[src/rtl/gmii_axis_packer.sv]
// gmii_axis_packer: packs a GMII-style receive byte stream into TDATA_BYTES-wide
// AXI4-Stream beats. Lane 0 of every beat carries the header {node_id, eth_type}.
// Beats are queued in a first-word fall-through FIFO with registered outputs.
// A frame that meets a full FIFO is truncated and closed by a terminator beat.
// Optional feature macro: GMII_AXIS_STATS_EN adds frame_cnt/drop_cnt counters.
module gmii_axis_packer #(
    parameter int unsigned TDATA_BYTES = 8,
    parameter int unsigned FIFO_DEPTH  = 16,
    parameter int unsigned LVL_W       = 5
) (
    input  logic                      tx_clk_out,
    input  logic                      rst,
    input  logic                      s_dv,
    input  logic                      s_en,
    input  logic [7:0]                s_data,
    input  logic [3:0]                node_id,
    input  logic [3:0]                eth_type,
    output logic                      axis_tvalid,
    output logic [8*TDATA_BYTES-1:0]  axis_tdata,
    output logic [TDATA_BYTES-1:0]    axis_tkeep,
    output logic                      axis_tlast,
    output logic                      axis_tuser,
    input  logic                      axis_tready,
    output logic [LVL_W-1:0]          fifo_level,
    output logic                      overflow
`ifdef GMII_AXIS_STATS_EN
    ,
    output logic [15:0]               frame_cnt,
    output logic [15:0]               drop_cnt
`endif
);

    localparam int unsigned P  = TDATA_BYTES - 1;
    localparam int unsigned DW = 8 * TDATA_BYTES;
    localparam int unsigned BW = DW + TDATA_BYTES + 2;
    localparam int unsigned AW = (FIFO_DEPTH > 1) ? $clog2(FIFO_DEPTH) : 1;
    localparam int unsigned CW = (TDATA_BYTES > 1) ? $clog2(TDATA_BYTES) : 1;

    typedef enum logic [1:0] {
        ST_IDLE,
        ST_FILL,
        ST_DROP,
        ST_TERM
    } state_t;

    // Frame / staging state
    state_t          state_q;
    logic            dv_q;
    logic            act_q;
    logic [7:0]      hdr_q;
    logic [8*P-1:0]  stg_q;
    logic [CW-1:0]   cnt_q;
    logic            overflow_q;

    // FIFO state
    logic [BW-1:0]    mem_q [FIFO_DEPTH];
    logic [AW-1:0]    wr_ptr_q, wr_ptr_d;
    logic [AW-1:0]    rd_ptr_q, rd_ptr_d;
    logic [LVL_W-1:0] lvl_q, lvl_d;
    logic [BW-1:0]    out_q, out_d;
    logic             tvalid_q, tvalid_d;

    // Combinational helpers
    logic             rise_c;
    logic             acc_c;
    logic             pop_c;
    logic             full_c;
    logic             can_push_c;
    logic             push_req_c;
    logic             push_c;
    logic [BW-1:0]    push_beat_c;
    logic [8*P-1:0]   stg_ins_c;
    logic [TDATA_BYTES-1:0] keep_c;
    logic [LVL_W-1:0] remain_c;

`ifdef GMII_AXIS_STATS_EN
    logic [15:0] frame_cnt_q;
    logic [15:0] drop_cnt_q;
`endif

    assign rise_c     = s_dv & ~dv_q;
    assign acc_c      = s_dv & s_en;
    assign pop_c      = tvalid_q & axis_tready;
    assign full_c     = (lvl_q == LVL_W'(FIFO_DEPTH));
    assign can_push_c = ~full_c | pop_c;
    assign push_c     = push_req_c & can_push_c;

    // Staging insert of the current byte and tkeep for the staged byte count
    always_comb begin
        stg_ins_c = stg_q;
        keep_c    = '0;
        for (int unsigned i = 0; i < P; i++) begin
            if (CW'(i) == cnt_q) begin
                stg_ins_c[8*i +: 8] = s_data;
            end
        end
        for (int unsigned i = 0; i < TDATA_BYTES; i++) begin
            keep_c[i] = (CW'(i) <= cnt_q);
        end
    end

    // Push request and beat payload {tuser, tlast, tkeep, tdata}
    always_comb begin
        push_req_c  = 1'b0;
        push_beat_c = '0;
        case (state_q)
            ST_FILL: begin
                if (!s_dv) begin
                    push_req_c  = 1'b1;
                    push_beat_c = {1'b0, 1'b1, keep_c, stg_q, hdr_q};
                end else if (acc_c && (cnt_q == CW'(P))) begin
                    push_req_c  = 1'b1;
                    push_beat_c = {1'b0, 1'b0, keep_c, stg_q, hdr_q};
                end
            end
            ST_TERM: begin
                push_req_c  = 1'b1;
                push_beat_c = {1'b1, 1'b1, TDATA_BYTES'(1), DW'(hdr_q)};
            end
            default: ;
        endcase
    end

    // Frame FSM: delimiting, packing into staging, drop and terminator handling
    always_ff @(posedge tx_clk_out or posedge rst) begin
        if (rst) begin
            state_q    <= ST_IDLE;
            dv_q       <= 1'b1;    // a frame active at release must not look like a rise
            act_q      <= 1'b0;
            hdr_q      <= '0;
            stg_q      <= '0;
            cnt_q      <= '0;
            overflow_q <= 1'b0;
`ifdef GMII_AXIS_STATS_EN
            frame_cnt_q <= '0;
            drop_cnt_q  <= '0;
`endif
        end else begin
            dv_q       <= s_dv;
            overflow_q <= 1'b0;
            act_q      <= (state_q == ST_IDLE) && s_dv && (act_q || !dv_q);
`ifdef GMII_AXIS_STATS_EN
            if (push_c && push_beat_c[BW-2] && !push_beat_c[BW-1]) begin
                frame_cnt_q <= frame_cnt_q + 16'd1;
            end
`endif
            case (state_q)
                ST_IDLE: begin
                    if (acc_c && (rise_c || act_q)) begin
                        state_q <= ST_FILL;
                        hdr_q   <= {node_id, eth_type};
                        stg_q   <= (8*P)'(s_data);
                        cnt_q   <= CW'(1);
                    end
                end
                ST_FILL: begin
                    if (!s_dv) begin
                        overflow_q <= ~push_c;
                        state_q    <= push_c ? ST_IDLE : ST_TERM;
`ifdef GMII_AXIS_STATS_EN
                        if (!push_c) drop_cnt_q <= drop_cnt_q + 16'd1;
`endif
                    end else if (acc_c) begin
                        if (cnt_q == CW'(P)) begin
                            if (push_c) begin
                                stg_q <= (8*P)'(s_data);
                                cnt_q <= CW'(1);
                            end else begin
                                state_q    <= ST_DROP;
                                overflow_q <= 1'b1;
`ifdef GMII_AXIS_STATS_EN
                                drop_cnt_q <= drop_cnt_q + 16'd1;
`endif
                            end
                        end else begin
                            stg_q <= stg_ins_c;
                            cnt_q <= cnt_q + CW'(1);
                        end
                    end
                end
                ST_DROP: begin
                    if (!s_dv) state_q <= ST_TERM;
                end
                ST_TERM: begin
                    if (push_c) state_q <= ST_IDLE;
                end
                default: state_q <= ST_IDLE;
            endcase
        end
    end

    // FIFO next state; head is bypassed from the push when the queue drains to empty
    always_comb begin
        lvl_d    = lvl_q + LVL_W'(push_c) - LVL_W'(pop_c);
        rd_ptr_d = rd_ptr_q + AW'(pop_c);
        wr_ptr_d = wr_ptr_q + AW'(push_c);
        remain_c = lvl_q - LVL_W'(pop_c);
        tvalid_d = (lvl_d != '0);
        out_d    = '0;
        if (tvalid_d) begin
            out_d = (remain_c == '0) ? push_beat_c : mem_q[rd_ptr_d];
        end
    end

    // FIFO storage write
    always_ff @(posedge tx_clk_out) begin
        if (push_c) mem_q[wr_ptr_q] <= push_beat_c;
    end

    // FIFO pointers, level and registered output beat
    always_ff @(posedge tx_clk_out or posedge rst) begin
        if (rst) begin
            wr_ptr_q <= '0;
            rd_ptr_q <= '0;
            lvl_q    <= '0;
            out_q    <= '0;
            tvalid_q <= 1'b0;
        end else begin
            wr_ptr_q <= wr_ptr_d;
            rd_ptr_q <= rd_ptr_d;
            lvl_q    <= lvl_d;
            out_q    <= out_d;
            tvalid_q <= tvalid_d;
        end
    end

    assign axis_tvalid = tvalid_q;
    assign axis_tdata  = out_q[DW-1:0];
    assign axis_tkeep  = out_q[DW +: TDATA_BYTES];
    assign axis_tlast  = out_q[BW-2];
    assign axis_tuser  = out_q[BW-1];
    assign fifo_level  = lvl_q;
    assign overflow    = overflow_q;

`ifdef GMII_AXIS_STATS_EN
    assign frame_cnt = frame_cnt_q;
    assign drop_cnt  = drop_cnt_q;
`endif

endmodule

[config.mk]
export PLATFORM = sky130hd
export DESIGN_NAME = gmii_axis_packer
export DESIGN_NICKNAME = d
export VERILOG_FILES = /design/src/rtl/gmii_axis_packer.sv
export SDC_FILE = /design/constraint.sdc
export NUM_CORES = 1
export LEC_CHECK = 0
export CORE_MARGIN = 2
export CORE_UTILIZATION = 44
export CTS_CLUSTER_DIAMETER = 30
export CTS_CLUSTER_SIZE = 40
export DETAILED_ROUTE_END_ITERATION = 8
export GPL_TIMING_DRIVEN = 0
export PLACE_DENSITY_LB_ADDON = 0.05
export SLEW_MARGIN = 20
export SYNTH_ARGS = -nofsm -noshare
export SYNTH_HDL_FRONTEND = slang
export SYNTH_SLANG_ARGS = --single-unit
[constraint.sdc]
create_clock -name tx_clk_out -period 8.85 [get_ports tx_clk_out]
set_clock_uncertainty 0.2 [all_clocks]
set_input_delay 0.885 -clock tx_clk_out [delete_from_list [all_inputs] [get_ports tx_clk_out]]
set_output_delay 0.885 -clock tx_clk_out [all_outputs]
set_load 0.01 [all_outputs]
==> summary.md <==
| Metric | Value |
|---|---|
| Status | finished clean |
| Hold slack | 184 ps |
| Critical Path RT | 9290 ps |
| Area Growth Syn to Fin | 29.4% |
| Pwr dens | 404 nW/um2 |
| WP data arrival | 6110 ps |
| Die H | 347 um |
| ANT nets after route | 0 |
| Worst r2r src | cnt_q[0] |
| Hold crit path type | in -> async |
| CP max stage delay | 690 ps |
| Final hold viol count | 0 |
| Final Instance Count excl. Fillers | 4790 |
| Clock period minus worst slack | 5680 ps |
| CORE AREA | 117000 um2 |
| Synth top area cells | edfxtp_1 (69%), mux4_2 (13%), dfrtp_1 (7.7%) |
| Crit-path slowest cell | clkbuf_1 |
| Gr ovfl total | 0 |
| Drt wl/cell | 29.3 um |
| Fraction of layout cells with a size suffix above 1 | 32.7% |
| Post-synth EDFFs | 1184 |
| P_int | 18900 uW |
| Net switching power | 8180 uW |
| Synth area leader | edfxtp_1 |
| Power share of the combinational group | 29.7% |
| Startpoint Class | register |
| Initial DRC count | 2627 |
| Fmax | 176 MHz |
| Synth top area share | 68.5% |
| Leak | 0.0243 uW |
| Final nets | 3075 |
| Largest net degree at the start of global routing | 78 |
| Worst-Skew Late Latency | 860 ps |
| Routed vias | 27576 |
| Num ports | 102 |
| Die X | 347 um |
| Crit-path cells | ha_1 -> ha_1 -> nand2_1 -> a21boi_2 -> nand2_1 -> o21ai_0 -> ha_1 -> inv_1 -> fa_1 -> o21bai_1 -> a21oi_1 -> xnor2_1 -> nor4_2 -> buf_4 -> clkbuf_1 -> a211oi_1 |
| Bufs and invs on worst path | 3 |
| Global-route wire length before repair | 203 mm |
| Slew HR | 26.6% |
| Final slew viol count | 0 |
| Root buffer cell | clkbuf_16 |
| Sw Share | 30.2% |
| # hold bufs at CTS | 0 |
| Setup-failing EPs final | 0 |
| Total wire length | 140 mm |
| Num Clock Sinks | 1344 |
| Most used DFF post-synth | edfxtp_1 |
| Synthesis Warnings | 0 |
| Mapped cell area | 51900 um2 |
| Fin crit share | 64.1% |
| Inserted Clock Buffers | 303 |
| Delay-heaviest family, CP | compound AO/OA/AOI/OAI gates |
| Syn_nets | 2567 |
| Register-to-Register Path Depth | 16 |
| Clock Path Buffers | 4 |
| Buffers added on ports | 101 |
| Tightest Pin Transition | 1100 ps |
| Post-DP HPWL | 88.0 mm |
| DRC viols | 0 |
| Initial antenna violation count | 10 |
| Most used cell, CP | ha_1 |
| Drt first pass iters | 6 |
| CTS tree | done |
| Reg power frac | 27.9% |
| H-Tree Level Count | 5 |
| Cell variety after synth | 55 |
| Die ar. | 121000 um2 |
| Final estimated routing congestion in global placement | 0.728 |
| Setup Fix Bufs, Post-CTS | 0 |
| RSZ-0062 raised after global routing | no |
| Reg2reg end | out_q[24] |
| Asr flop ratio synth | 11.9% |
| Clock power share | 42.5% |
| Total power | 27100 uW |
| Synth Register Bits | 1344 |
| CTS resizes | 0 |
| Placed cell count | 4256 |
| Drt via density | 5.76 |
| Seq/Total Area, Yosys | 76.3% |
| Setup crit end kind | register |
| Synth Instances | 2529 |
| Site Rows | 125 |
| Max_cap viols | 0 |
| Gr usage total | 23.6% |
| Crit-path max FO | 10 |
| Critical path class | reg -> reg |
| Clock transition at path regs | 50 ps |
| R2r setup slk | 3170 ps |
| Vias in the first global route | 29477 |
| VDD IR max | 0.224 mV |
| Avg Synthesized Cell Area | 20.5 um2 |
| Initial Utilization | 44.5% |
-- cells by family after synthesis --
| logic type | Yosys count | share of synthesized area (%) |
|---|---|---|
| muxes | 364 | 14.3 |
| buffers and inverters | 308 | 2.68 |
| xor gates and xnor gates | 10 | 0.169 |
| DFF | 1344 | 76.3 |
| adders and majority gates | 17 | 0.424 |
| AOI/OAI and AO/OA | 254 | 3.66 |
| and+or+nand+nor | 232 | 2.49 |
-- power groups by stage --
stage / Sequential (uW) / Clock (uW) / Combinational [uW]
floorplan: 7720 / 0 / 5030
global placement: 7690 / 0 / 8000
detailed placement: 7650 / 0 / 8140
CTS: 7550 / 11700 / 8190
global route: 7580 / 12000 / 8570
finish: 7540 / 11500 / 8030
-- layer usage --
layer / up-vias / wire length (um) / track usage [%]
li1: 11490 / - / -
met1: 14844 / 61000 / 33.0
met2: 1023 / 67800 / 37.5
met3: 217 / 8660 / 5.04
met4: 2 / 2920 / 7.04
met5: - / 13 / 0
-- synth_stat cells, drive strengths merged, types with 20 or more instances --
cell type,count
edfxtp,1184
mux4,296
inv,164
dfrtp,159
buf,93
nor3,82
and2,76
o22ai,75
a211oi,74
a221oi,73
mux2,67
clkbuf,51
nor2,20
-- metrics by stage --
stage	utilization, %	setup TNS, ps	setup slack [ps]	cell area, um2
after floorplan	-	0	1170	51900
after global placement	47.0	-4211730	-6220	54800
after detailed placement	48.5	0	2520	56600
after CTS	57.6	0	3160	67100
after global routing	57.6	0	2940	67100
final	57.6	0	3170	67100
-- sequential cells by signal, summed over array words and instances (netlist names), named ones only --
name / count
act_q: 1
stg_q: 56
dv_q: 1
rd_ptr_q: 4
cnt_q: 3
hdr_q: 8
state_q: 1
fifo_level: 5
wr_ptr_q: 4
mem_q: 1184
overflow: 1
axis_tvalid: 1
out_q: 74
-- final cells by class --
type / count / area, um2
repair buffers: 203 / 2650
fillers: 8634 / 49400
inverters: 164 / 623
clock inverters: 173 / 2550
clock buffers: 359 / 7990
plain buffers: 144 / 777
diodes: 2 / 5.00
multi-input cells: 877 / 11100
flip-flops and latches: 1344 / 39600
well taps: 1524 / 1910
-- cells in the final DEF, fill, tap and decap left out, drive strengths merged, types with 2 or more instances in the layout --
cell type / count
nand3: 6
nor2b: 5
and3: 2
a21bo: 2
bufinv: 58
o22ai: 75
a21boi: 2
edfxtp: 1184
mux4: 296
a41oi: 2
buf: 195
clkinvlp: 27
dfrtp: 159
nand2b: 10
nand4: 2
and2: 76
nor3: 82
o211ai: 3
clkinv: 63
clkbuf: 410
a21oi: 12
nand2: 17
mux2: 67
diode: 2
xnor2: 6
ha: 16
a221oi: 73
o21bai: 2
or3: 4
inv: 189
nand3b: 3
o21ai: 2
a211oi: 74
nor2: 20
clkdlybuf4s50: 101
xor2: 4
-- how the worst max path moves through the flow --
stage | from | to | depth (start not counted)
CTS | cnt_q[0] | out_q[24] | 16
floorplan | s_dv | mem_q[0][0] | 5
global route | cnt_q[1] | out_q[24] | 16
finish | cnt_q[0] | out_q[24] | 16
detailed placement | s_en | out_q[24] | 15
global placement | s_en | mem_q[0][30] | 6
No activity file was read; power rests on OpenSTA's default activity.
